## config.mk

```make
export PLATFORM = sky130hd
export DESIGN_NAME = stopwatch_ctrl_flat
export DESIGN_NICKNAME = d
export VERILOG_FILES = /design/src/rtl/stopwatch_pkg.sv /design/src/rtl/stopwatch_if.sv /design/src/rtl/bcd_time_counter.sv /design/src/rtl/stopwatch_ctrl.sv /design/src/flat_wrapper.sv
export SDC_FILE = /design/constraint.sdc
export NUM_CORES = 1
export LEC_CHECK = 0
export ABC_AREA = 1
export BUFFER_PORTS_ARGS = -buffer_cell sky130_fd_sc_hd__buf_2
export CORE_MARGIN = 8
export CORE_UTILIZATION = 50
export CTS_BUF_LIST = sky130_fd_sc_hd__clkbuf_8
export CTS_CLUSTER_SIZE = 16
export DETAILED_ROUTE_END_ITERATION = 6
export GPL_ROUTABILITY_DRIVEN = 1
export PLACE_DENSITY = 0.69
export SETUP_SLACK_MARGIN = 0.2
export SYNTH_ARGS = -nofsm -noshare
export SYNTH_HDL_FRONTEND = slang
export SYNTH_SLANG_ARGS = --single-unit
```

## constraint.sdc

```tcl
create_clock -name clk -period 3.2 [get_ports clk]
set_input_delay 0.16 -clock clk [delete_from_list [all_inputs] [get_ports clk]]
set_output_delay 0.16 -clock clk [all_outputs]
set_load 0.02 [all_outputs]
```

## src/rtl/stopwatch_pkg.sv

```systemverilog
// stopwatch_pkg: shared types, default limits and BCD helpers for the stopwatch.
// Contents: state_t FSM encoding, bcd_t digit, time_t MM:SS.CC record,
//           to_bcd (binary limit -> 2-digit BCD), bcd_inc (2-digit BCD increment with wrap).
package stopwatch_pkg;
   typedef enum logic [1:0] {IDLE, RUN, LAP, PAUSE} state_t;
   typedef logic [3:0] bcd_t;
   typedef struct packed {
      bcd_t [1:0] min;
      bcd_t [1:0] sec;
      bcd_t [1:0] cs;
   } time_t;
   localparam int MIN_MAX_DEF = 59;
   localparam int SEC_MAX_DEF = 59;
   localparam int CS_MAX_DEF  = 99;
   function automatic logic [7:0] to_bcd(int v);
      return {4'(v / 10), 4'(v % 10)};
   endfunction
   // Returns {carry, next}; carry means the field wrapped from lim back to 00.
   function automatic logic [8:0] bcd_inc(logic [7:0] f, logic [7:0] lim);
      if (f == lim) return 9'h100;
      return f[3:0] == 4'd9 ? {1'b0, f[7:4] + 4'd1, 4'd0} : {1'b0, f[7:4], f[3:0] + 4'd1};
   endfunction
endpackage

```

## src/rtl/stopwatch_if.sv

```systemverilog
// stopwatch_if: groups the stopwatch control inputs and display outputs.
// master drives tick/btn_ss/btn_lc and observes the display side; slave is the controller.
// Signals: tick, btn_ss, btn_lc (controls); digits[23:0], running, lap_active, overflow (display).
interface stopwatch_if;
   logic        tick;
   logic        btn_ss;
   logic        btn_lc;
   logic [23:0] digits;
   logic        running;
   logic        lap_active;
   logic        overflow;
   modport master (output tick, btn_ss, btn_lc, input digits, running, lap_active, overflow);
   modport slave  (input tick, btn_ss, btn_lc, output digits, running, lap_active, overflow);
endinterface

```

## src/rtl/bcd_time_counter.sv

```systemverilog
// bcd_time_counter: cascaded MM:SS.CC BCD counter with configurable field limits.
// Ports: clk, rst_n (async active-low), inc (advance one centisecond), clr (zero count),
//        t (registered count), nxt (value t takes on the next edge), wrap (pulse on full rollover).
module bcd_time_counter
   import stopwatch_pkg::*;
#(
   parameter int MIN_MAX = MIN_MAX_DEF,
   parameter int SEC_MAX = SEC_MAX_DEF,
   parameter int CS_MAX  = CS_MAX_DEF
) (
   input  logic  clk,
   input  logic  rst_n,
   input  logic  inc,
   input  logic  clr,
   output time_t t,
   output time_t nxt,
   output logic  wrap
);
   logic [8:0] cs_i, sec_i, min_i;
   always_comb begin
      cs_i  = bcd_inc(t.cs,  to_bcd(CS_MAX));
      sec_i = bcd_inc(t.sec, to_bcd(SEC_MAX));
      min_i = bcd_inc(t.min, to_bcd(MIN_MAX));
      nxt = t;
      if (inc) begin
         nxt.cs = cs_i[7:0];
         if (cs_i[8]) nxt.sec = sec_i[7:0];
         if (cs_i[8] && sec_i[8]) nxt.min = min_i[7:0];
      end
      if (clr) nxt = '0;
      wrap = inc & cs_i[8] & sec_i[8] & min_i[8];
   end
   always_ff @(posedge clk or negedge rst_n)
      if (!rst_n) t <= '0;
      else t <= nxt;
endmodule

```

## src/rtl/stopwatch_ctrl.sv

```systemverilog
// stopwatch_ctrl: start/stop/lap/clear FSM driving an MM:SS.CC BCD stopwatch display.
// Ports: clk, rst_n (async active-low), bus (stopwatch_if.slave: tick, btn_ss, btn_lc in;
//        digits, running, lap_active, overflow out).
module stopwatch_ctrl
   import stopwatch_pkg::*;
#(
   parameter int MIN_MAX = MIN_MAX_DEF,
   parameter int SEC_MAX = SEC_MAX_DEF,
   parameter int CS_MAX  = CS_MAX_DEF
) (
   input logic        clk,
   input logic        rst_n,
   stopwatch_if.slave bus
);
   state_t state, state_n;
   time_t  t, t_n, snap;
   logic   ss_q, lc_q, ovf, wrap, take_snap, clr, inc;
   wire    ss_e = bus.btn_ss & ~ss_q;
   wire    lc_e = bus.btn_lc & ~lc_q;
   assign inc = bus.tick & (state == RUN || state == LAP);
   // ss_e is tested first in every state so it wins over a simultaneous lc_e.
   always_comb begin
      state_n   = state;
      take_snap = 1'b0;
      clr       = 1'b0;
      case (state)
         IDLE:  if (ss_e) state_n = RUN;
         RUN:   if (ss_e) state_n = PAUSE;
                else if (lc_e) begin state_n = LAP; take_snap = 1'b1; end
         LAP:   if (ss_e) state_n = PAUSE;
                else if (lc_e) state_n = RUN;
         PAUSE: if (ss_e) state_n = RUN;
                else if (lc_e) begin state_n = IDLE; clr = 1'b1; end
         default: state_n = IDLE;
      endcase
   end
   bcd_time_counter #(.MIN_MAX(MIN_MAX), .SEC_MAX(SEC_MAX), .CS_MAX(CS_MAX)) u_cnt (
      .clk(clk), .rst_n(rst_n), .inc(inc), .clr(clr), .t(t), .nxt(t_n), .wrap(wrap)
   );
   always_ff @(posedge clk or negedge rst_n)
      if (!rst_n) begin
         state <= IDLE;
         ss_q  <= 1'b0;
         lc_q  <= 1'b0;
         snap  <= '0;
         ovf   <= 1'b0;
      end else begin
         state <= state_n;
         ss_q  <= bus.btn_ss;
         lc_q  <= bus.btn_lc;
         if (take_snap) snap <= t_n;
         ovf <= clr ? 1'b0 : ovf | wrap;
      end
   assign bus.digits     = state == LAP ? snap : t;
   assign bus.running    = state == RUN || state == LAP;
   assign bus.lap_active = state == LAP;
   assign bus.overflow   = ovf;
endmodule

```

## src/flat_wrapper.sv

```systemverilog
// flat-port wrapper written by rule: the top's interface ports become plain ports
module stopwatch_ctrl_flat import stopwatch_pkg::*;
#(
   parameter int MIN_MAX = MIN_MAX_DEF,
   parameter int SEC_MAX = SEC_MAX_DEF,
   parameter int CS_MAX  = CS_MAX_DEF
)
  (clk, rst_n, bus_tick, bus_btn_ss, bus_btn_lc, bus_digits, bus_running, bus_lap_active, bus_overflow);
  stopwatch_if bus_i ();
  input logic clk;
  input logic rst_n;
  input wire logic [$bits(bus_i.tick)-1:0] bus_tick;
  input wire logic [$bits(bus_i.btn_ss)-1:0] bus_btn_ss;
  input wire logic [$bits(bus_i.btn_lc)-1:0] bus_btn_lc;
  output wire logic [$bits(bus_i.digits)-1:0] bus_digits;
  output wire logic [$bits(bus_i.running)-1:0] bus_running;
  output wire logic [$bits(bus_i.lap_active)-1:0] bus_lap_active;
  output wire logic [$bits(bus_i.overflow)-1:0] bus_overflow;
  assign bus_i.tick = bus_tick;
  assign bus_i.btn_ss = bus_btn_ss;
  assign bus_i.btn_lc = bus_btn_lc;
  assign bus_digits = bus_i.digits;
  assign bus_running = bus_i.running;
  assign bus_lap_active = bus_i.lap_active;
  assign bus_overflow = bus_i.overflow;
  stopwatch_ctrl #(.MIN_MAX(MIN_MAX), .SEC_MAX(SEC_MAX), .CS_MAX(CS_MAX)) u_core (.clk(clk), .rst_n(rst_n), .bus(bus_i));
endmodule
```

# [Yosys cells after proc, flatten, opt, wreduce, memory -nomap -nowiden]
# Index checks and enable logic that the tools add are counted.
[totals] reg_bits=53 input_bits=5 elab_cells=78
[classes] add_sub_neg=6 eq_ne=13 n_mux=30 bitwise_logic=9 n_reduce_logical=4
[op_table] cell="$mux W24" n=3
[op_table] cell="$mux W9" n=6
[op_table] cell="$mux W8" n=5
[op_table] cell="$add A4 B1 Y4 const B" n=6
[op_table] cell="$eq A8 B7 Y1 const B" n=2
[op_table] cell="$mux W2" n=7
[op_table] cell="$eq A4 B4 Y1 const B" n=3
[op_table] cell="$ne A3 B1 Y1 const B" n=3
[op_table] cell="$eq A8 B8 Y1 const B" n=1
[op_table] cell="$mux W1" n=8
[op_table] cell="$pmux W2 S4" n=1
[op_table] cell="$and A1 B1 Y1" n=6
[op_table] cell="$eq A2 B2 Y1 const B" n=2
[op_table] cell="$reduce_and A4 Y1" n=1
[op_table] cell="$eq A2 B1 Y1 const B" n=1
[op_table] cell="$logic_not A2 Y1" n=1
[op_table] cell="$ne A2 B1 Y1 const B" n=1
[op_table] cell="$not A1 Y1" n=2
[op_table] cell="$logic_and A1 B1 Y1" n=1
[op_table] cell="$logic_or A1 B1 Y1" n=1
[op_table] cell="$or A1 B1 Y1" n=1

# [Logic depth before layout (Yosys ltp)]
# Gate-level depths: netlist of the first run.
[depth] depth_word=8 mapped_depth=11 depth_no_buf=11

# [Hierarchy]
# A second synthesis of the first run with hierarchy kept.
[hier_totals] cells_unflattened=373 area_unflattened_um2=3149.3
[by_module_without_submodules] mod="stopwatch_ctrl" n_inst=1 cells_per_inst=172 area_per_inst_um2=1610.3
[by_module_without_submodules] mod="bcd_time_counter" n_inst=1 cells_per_inst=201 area_per_inst_um2=1539.0

# [Least setup slack after synthesis of the first run]
# Ideal clock, no wire load.
[synth_path] path_kind="register to output" start="register u_core.state[0]" end="output bus_digits[12]" t_arrival_ns=1.702 required_time_ns=3.040 slack_ns=1.338 path_stages_with_launch=7 n_path_buf=2 path_cell_list="dfrtp_1 -> inv_1 -> ha_1 -> clkbuf_1 -> clkbuf_1 -> nand2_1 -> o21ai_0"
[synth_between] elab_chain_len=2
[synth_rtl] item="from (decl)" line_no="stopwatch_ctrl.sv:15" text="state_t state, state_n;"
[synth_rtl] item="from (signal assigned)" line_no="stopwatch_ctrl.sv:48" text="state <= state_n;"
[synth_rtl] item="$eq A2 B2 Y1"
[synth_rtl] item="via bus_lap_active" line_no="flat_wrapper.sv:17" text="output wire logic [$bits(bus_i.lap_active)-1:0] bus_lap_active;"
[synth_rtl] item="$mux W24" line_no="stopwatch_ctrl.sv:54" text="assign bus.digits = state == LAP ? snap : t;"
[synth_rtl] item="to (decl)" line_no="flat_wrapper.sv:15" text="output wire logic [$bits(bus_i.digits)-1:0] bus_digits;"
# The timed path passes the listed nets, and every way through them passes these cells.

# [Worst setup path in the final report of the first run]
[layout_path] start="register u_core.state[0]" end="register u_core.snap[7] (netlist name)"
[layout_between] elab_chain_len=5 word_cells_on_any_way=9
[layout_rtl] item="$eq A2 B1 Y1 / $eq A2 B2 Y1 (equally long branches)" line_no="stopwatch_ctrl.sv:20, stopwatch_ctrl.sv:26"
[layout_rtl] item="$logic_or A1 B1 Y1" line_no="stopwatch_ctrl.sv:20" text="assign inc = bus.tick & (state == RUN || state == LAP);"
[layout_rtl] item="$and A1 B1 Y1" line_no="stopwatch_ctrl.sv:20"
[layout_rtl] item="$mux W24" line_no="bcd_time_counter.sv:25" text="if (inc) begin"
[layout_rtl] item="$mux W24" line_no="bcd_time_counter.sv:30" text="if (clr) nxt = '0;"
[layout_rtl] item="to (signal assigned)" line_no="stopwatch_ctrl.sv:51" text="if (take_snap) snap <= t_n;"
[layout_rtl] item="to (decl)" line_no="stopwatch_ctrl.sv:16" text="time_t t, t_n, snap;"
# Parallel ways exist; a longest one is shown, timed or not.
# A chain may end at the register's enable or synchronous reset.

==> results of run 1 <==
## worst min-delay path, stage by stage
cell     delay (ps)
buf_2            90
nand2_2         120
nor2_1          170
nor3_2           70
## repair_timing
action                                 4_1_cts  5_1_grt
gates resized for setup                      0        0
endpoints found under the hold margin       31        0
hold buffers                                 3        0
## kinds of logic (layout without fill, tap and decap cells)
kind of cell / Yosys count / count (layout) / share of synthesized area
flops: 53 / 53 / 0.430
compound gates: 59 / 59 / 0.104
simple gates: 198 / 198 / 0.304
buf+inv: 67 / 101 / 0.0852
fa+ha+maj: 17 / 17 / 0.0689
xor+xnor: 3 / 3 / 0.00852
## state kept, by name, indices dropped and copies added, names as in the netlist
signal	count
u_core.u_cnt.t	24
u_core.snap	24
u_core.state	2
u_core.ss_q	1
u_core.lc_q	1
u_core.bus.overflow	1
## layout make-up
class                      instances  share of cell area
timing repair buffer              37              0.0602
tap                               75              0.0272
multi-input combinational        277               0.434
clock buffer                       5              0.0199
clock inverter                     3              0.0134
inverter                          56              0.0613
sequential                        53               0.384
## through the flow
stage / instances / hold slack [ps]
after floorplan: 397 / -136
after global placement: 495 / 231
after detailed placement: 495 / 232
after CTS: 506 / 335
after global routing: 506 / 362
final: 506 / 333
## layout by cell type (no fill, tap or decap), types with 4 or more instances in the layout
cell type  Yosys  final
nand3_1       24     24
inv_2          7      7
inv_1         48     48
nand2_2        5      5
nor2_2         4      4
dfrtp_1       53     53
nand2_1      116    116
nand4_1        8      8
clkbuf_8       0      5
o21ai_1       12     12
nor2_1        20     20
nor2_4         5      5
ha_1          17     17
o21ai_0       31     31
buf_2          5     31
a21oi_1        9      9
## path summary, 6_finish.rpt
kind | cells after the start | slack (ps) | endpoint | from
max in group asynchronous | 3 | 2000 | u_core.u_cnt.t[13] | rst_n
min reg2reg | 2 | 490 | u_core.snap[0] | u_core.snap[0]
max reg2reg | 10 | 1090 | u_core.snap[7] | u_core.state[0]
max | 10 | 1090 | u_core.snap[7] | u_core.state[0]
min in group asynchronous | 2 | 410 | u_core.ss_q | rst_n
min | 4 | 330 | u_core.u_cnt.t[0] | bus_tick
## per-layer routing
metal / GRT usage / routed length (um)
met2: 0.285 / 3250
met4: 0.0494 / 81
met3: 0.0333 / 271
met1: 0.189 / 3060
met5: 0 / 0
## where the power goes
group | total (mW) | switching (mW) | internal (mW)
registers | 1.19 | 0.234 | 0.958
clock network | 0.465 | 0.231 | 0.234
logic | 1.61 | 1.07 | 0.543
total | 3.27 | 1.53 | 1.74
==> flow_summary_export.csv, run 1 <==
group,metric,value,unit
floorplan,ios,32,
cts,cts_sinks,53,
route,drt_pass1_iterations,4,
cells_and_area,syn_to_final_growth,11.8,%
cells_and_area,fin_area,3450,um2
logic_synthesis,ys_top_cells_by_count,"nand2_1 (116), dfrtp_1 (53), inv_1 (48), o21ai_0 (31), nand3_1 (24)",
floorplan,rows,28,
route,drt_iter0_drc,78,
logic_synthesis,synth_edf_count,0,
timing,finalSetupViolations,0,
setup_path,cp.arrival,2350,ps
logic_synthesis,ys_ff_latch,53,
timing,max_freq,474,MHz
logic_synthesis,synth_area_leader_cell,"dfrtp_1",
cells_and_area,final_util,0.579,
min_path,min_path_type,"in -> reg",
cells_and_area,n_fill_cell,574,
route,drc,0,
cells_and_area,drive_above_1_share,0.179,
logic_synthesis,synth_top_area_share,0.430,
cells_and_area,multi_input_area,1500,um2
power,pwr_density_cell,947,nW/um2
setup_path,crit_required,3440,ps
cts,path_clk_slew,100,ps
floorplan,die_x,94.6,um
timing,worst_slack,1090,ps
setup_path,cp-start-kind,"flop",
power,power.total,3.27,mW
floorplan,core_area,5960,um2
cells_and_area,fin_nets,452,
logic_synthesis,syn_area,3090,um2
placed_design,placed_cell_area,3310,um2
route,routed_wl,6670,um
logic_synthesis,synthFlopType,"dfrtp_1",
floorplan,die-height,94.6,um
cts,htreeDepth,2,
route,via_count,2558,
timing,rsz0062_at_grt,"no",
logic_synthesis,synth.area.top_cells,"dfrtp_1 (43%), nand2_1 (14%), ha_1 (6.9%), inv_1 (5.8%), o21ai_0 (5.0%)",
timing,finClkSkew,13.0,ps
route,antenna_left,0,
setup_path,slowest_stage,"dfrtp_1",
run,max_cap_viol_count,0,
route,detail_route.wl_per_cell,13.2,um
setup_path,end_kind,"flop",
logic_synthesis,synthCells,397,
logic_synthesis,yosysSeqAreaShare,0.430,
timing,min_period,2110,ps
placed_design,dp_worst_setup_slack,1110,ps
global_route,grt_pass1_vias,2605,
global_route,grt_remaining_overflow,0,
placed_design,dp_hpwl,4900,um
logic_synthesis,ys_warn_count,0,
cts,postCtsSetupBuffers,0,
cts,clock_latency,310,ps
logic_synthesis,synth_fp_nets,419,
cells_and_area,ff_latch_area,1330,um2
timing,max_slew.worst_pin.slew,685,ps
global_route,grt_use_total,0.160,
floorplan,start_util,0.518,
logic_synthesis,synth-async-reset-ratio,1.00,
outcome,run_status,"finished clean",
logic_synthesis,synth_cell_types,34,
global_route,grt_max_degree,34,
cts,cts_made_buffers,5,
timing,hold_violations,0,
timing,finalSetupTns,0,ps
setup_path,crit_family,"simple AND/OR/NAND/NOR gates",
cts,cts_tree,"yes",
setup_path,cp_slowest_stage_delay,440,ps
setup_path,cp_max_fo,18,
cts,clock_path_buffers,2,
global_route,grt_pass1_wl,11600,um
placed_design,routabilityCongestion,0.862,
timing,slew_headroom,0.544,
placed_design,portBuffers,31,
setup_path,cp_num_buf_inv,2,
setup_path,crit_type,"reg -> reg",
floorplan,die-area,8940,um2
logic_synthesis,yosysMostFrequentCell,"nand2_1",
setup_path,path_cells,"inv_1 > ha_1 > nand2_2 > inv_2 > nand2_1 > nor2_2 > nand3_1 > nand2_1 > nand3b_1 > o21ai_1",
power,ir_drop,0.435,mV
timing,period_share,0.659,
cells_and_area,antenna_cells,0,
setup_path,path_common_cell,"nand2_1",
logic_synthesis,syn_area_per_cell,7.77,um2
cts,cts-root-buf,"clkbuf_8",
route,viasPerCell,5.06,
power,leakagePower,1.83,nW
timing,slew_violations,0,
global_route,antenna_found_initial,0,
Power figures use the tool's default switching activity.
==> run 2, diff against run 1 <==
==> constraint.sdc (replaced) <==
create_clock -name clk -period 2.15 [get_ports clk]
set_input_delay 0.1075 -clock clk [delete_from_list [all_inputs] [get_ports clk]]
set_output_delay 0.1075 -clock clk [all_outputs]
set_load 0.02 [all_outputs]
==> flow_summary_export.csv, run 2 (same netlist as run 1, synthesis figures left out) <==
group,metric,value,unit
timing,min_period,1850,ps
floorplan,die-area,8940,um2
floorplan,die_x,94.6,um
route,via_count,2626,
setup_path,cp_num_buf_inv,3,
setup_path,end_kind,"flop",
floorplan,ios,32,
power,p_seq_frac,0.350,
setup_path,cp-startpoint,"u_core.state[0]",
cts,clock_path_buffers,2,
cts,cts_made_buffers,5,
placed_design,dp_hpwl,5030,um
route,drc,0,
setup_path,crit_path_end,"u_core.snap[10]",
setup_path,crit_type,"reg -> reg",
timing,finalSetupTns,0,ps
timing,finClkSkew,9.30,ps
cts,cts_tree,"yes",
cells_and_area,final_cell_mix,"nand2_1 (115), dfrtp_1 (53), inv_1 (49)",
floorplan,die-height,94.6,um
route,antenna_left,0,
timing,rsz0062_at_grt,"yes",
cells_and_area,fin_area,3540,um2
floorplan,start_util,0.518,
run,max_cap_viol_count,0,
global_route,grt_remaining_overflow,0,
cells_and_area,final_util,0.595,
setup_path,rr_startpoint,"u_core.state[0]",
setup_path,crit_required,2320,ps
placed_design,placed_cell_area,3320,um2
power,power_switching,2.32,mW
placed_design,routabilityCongestion,0.883,
cts,cts-root-buf,"clkbuf_8",
cts,clock_latency,310,ps
power,p_clk_frac,0.141,
timing,period_share,0.859,
floorplan,core_area,5960,um2
power,p_sw_frac,0.462,
timing,worst_slack,304,ps
setup_path,cp_num_cells,11,
setup_path,cp_max_fo,6,
cells_and_area,syn_to_final_growth,14.8,%
cells_and_area,drive_above_1_share,0.197,
setup_path,path_cells,"inv_1 > ha_1 > nand2_4 > nor2_4 > nand2_4 > inv_2 > nand2_2 > nand2_1 > inv_1 > nand3_1 > o21ai_1",
cts,path_clk_slew,100,ps
power,power.total,5.02,mW
route,routed_wl,6920,um
setup_path,r2r-end,"u_core.snap[10]",
min_path,min_path_type,"in -> reg",
route,viasPerCell,5.09,
cells_and_area,top_regs,"u_core.snap (24), u_core.u_cnt.t (24), u_core.state (2)",
cells_and_area,final_common_cell,"nand2_1",
route,drt_iter0_drc,121,
setup_path,cp.arrival,2010,ps
cts,htreeDepth,2,
route,drt_pass1_iterations,4,
timing,hold_slack,219,ps
cells_and_area,fin_cells,516,
cells_and_area,fin_nets,462,
global_route,grt_max_degree,34,
timing,hold_violations,0,
power,p_int,2.70,mW
timing,max_freq,542,MHz
power,power_frac_comb,0.509,
timing,slew_headroom,0.607,
power,ir_drop,0.703,mV
placed_design,dp_cells,497,
timing,slew_violations,0,
timing,finalSetupViolations,0,
global_route,antenna_found_initial,0,
global_route,grt_use_total,0.165,
setup_path,crit_family,"simple AND/OR/NAND/NOR gates",
setup_path,cp_slowest_stage_delay,430,ps
setup_path,r2r_slack,300,ps
power,pwr_density_cell,1420,nW/um2
route,detail_route.wl_per_cell,13.4,um
cells_and_area,antenna_cells,0,
power,leakagePower,1.90,nW
setup_path,cp-start-kind,"flop",
setup_path,slowest_stage,"dfrtp_1",
outcome,run_status,"finished clean",
global_route,grt_pass1_wl,12000,um
global_route,grt_pass1_vias,2639,
cts,cts_sinks,53,
floorplan,rows,28,
min_path,whs_path_depth,4,
placed_design,dp_worst_setup_slack,121,ps
setup_path,reg2regPathDepth,11,
timing,max_slew.worst_pin.slew,588,ps
placed_design,portBuffers,31,
-- run 2: cell count changes in the layout (fill, tap and decap cells not counted) --
cell        previous run  this run
inv_1                 48        49
inv_2                  7         6
buf_6                  0         1
nand2_1              116       115
nand2_4                1         2
clkinvlp_4             1         0
clkbuf_8               5         6
buf_4                  3        12
-- run 2: repair_timing --
item | CTS | global route
setup buffers | 0 | 8
resized for setup | 1 | 5
gates cloned | 0 | 0
endpoints found under the setup margin | 6 | 31
hold buffers | 3 | 0
pin swaps | 0 | 1
endpoints found under the hold margin | 55 | 0
-- run 2: worst register-to-register path, cell delays in order (launching register included) --
cell and delay, ps:
dfrtp_1 430, inv_1 100, ha_1 340, nand2_4 100, nor2_4 150, nand2_4 100, inv_2 110, nand2_2 80
nand2_1 90, inv_1 50, nand3_1 90, o21ai_1 70
-- run 2: power by group through the flow --
stage	Clock [mW]	Combinational (mW)	Sequential (mW)
floorplan	0	1.79	1.71
global placement	0	2.39	1.76
detailed placement	0	2.46	1.78
CTS	0.726	2.48	1.76
global route	0.764	2.89	1.82
finish	0.708	2.55	1.76
-- run 2: final cells by class --
| type | count | area [um2] |
|---|---|---|
| Fill cell | 560 | 2410 |
| Multi-Input combinational cell | 277 | 1500 |
| Sequential cell | 53 | 1330 |
| Timing Repair Buffer | 47 | 287 |
| Inverter | 56 | 216 |
| Tap cell | 75 | 93.8 |
| Clock buffer | 6 | 82.6 |
| Clock inverter | 2 | 33.8 |
-- run 2: worst min path at each step --
stage                     startpoint                  end  slack [ps]
after floorplan                rst_n  u_core.bus.overflow        -190
after global placement         rst_n      u_core.snap[18]         110
after detailed placement       rst_n      u_core.snap[18]         100
after CTS                      rst_n      u_core.snap[18]         310
after global routing        bus_tick   u_core.u_cnt.t[19]         230
final                       bus_tick   u_core.u_cnt.t[19]         220
-- run 2: per-layer routing --
layer	GRT usage	routed length [um]	vias to the layer above
met5	0	0	-
met1	0.201	3170	1240
li1	-	-	1345
met2	0.284	3450	35
met4	0.0533	54	0
met3	0.0349	238	6
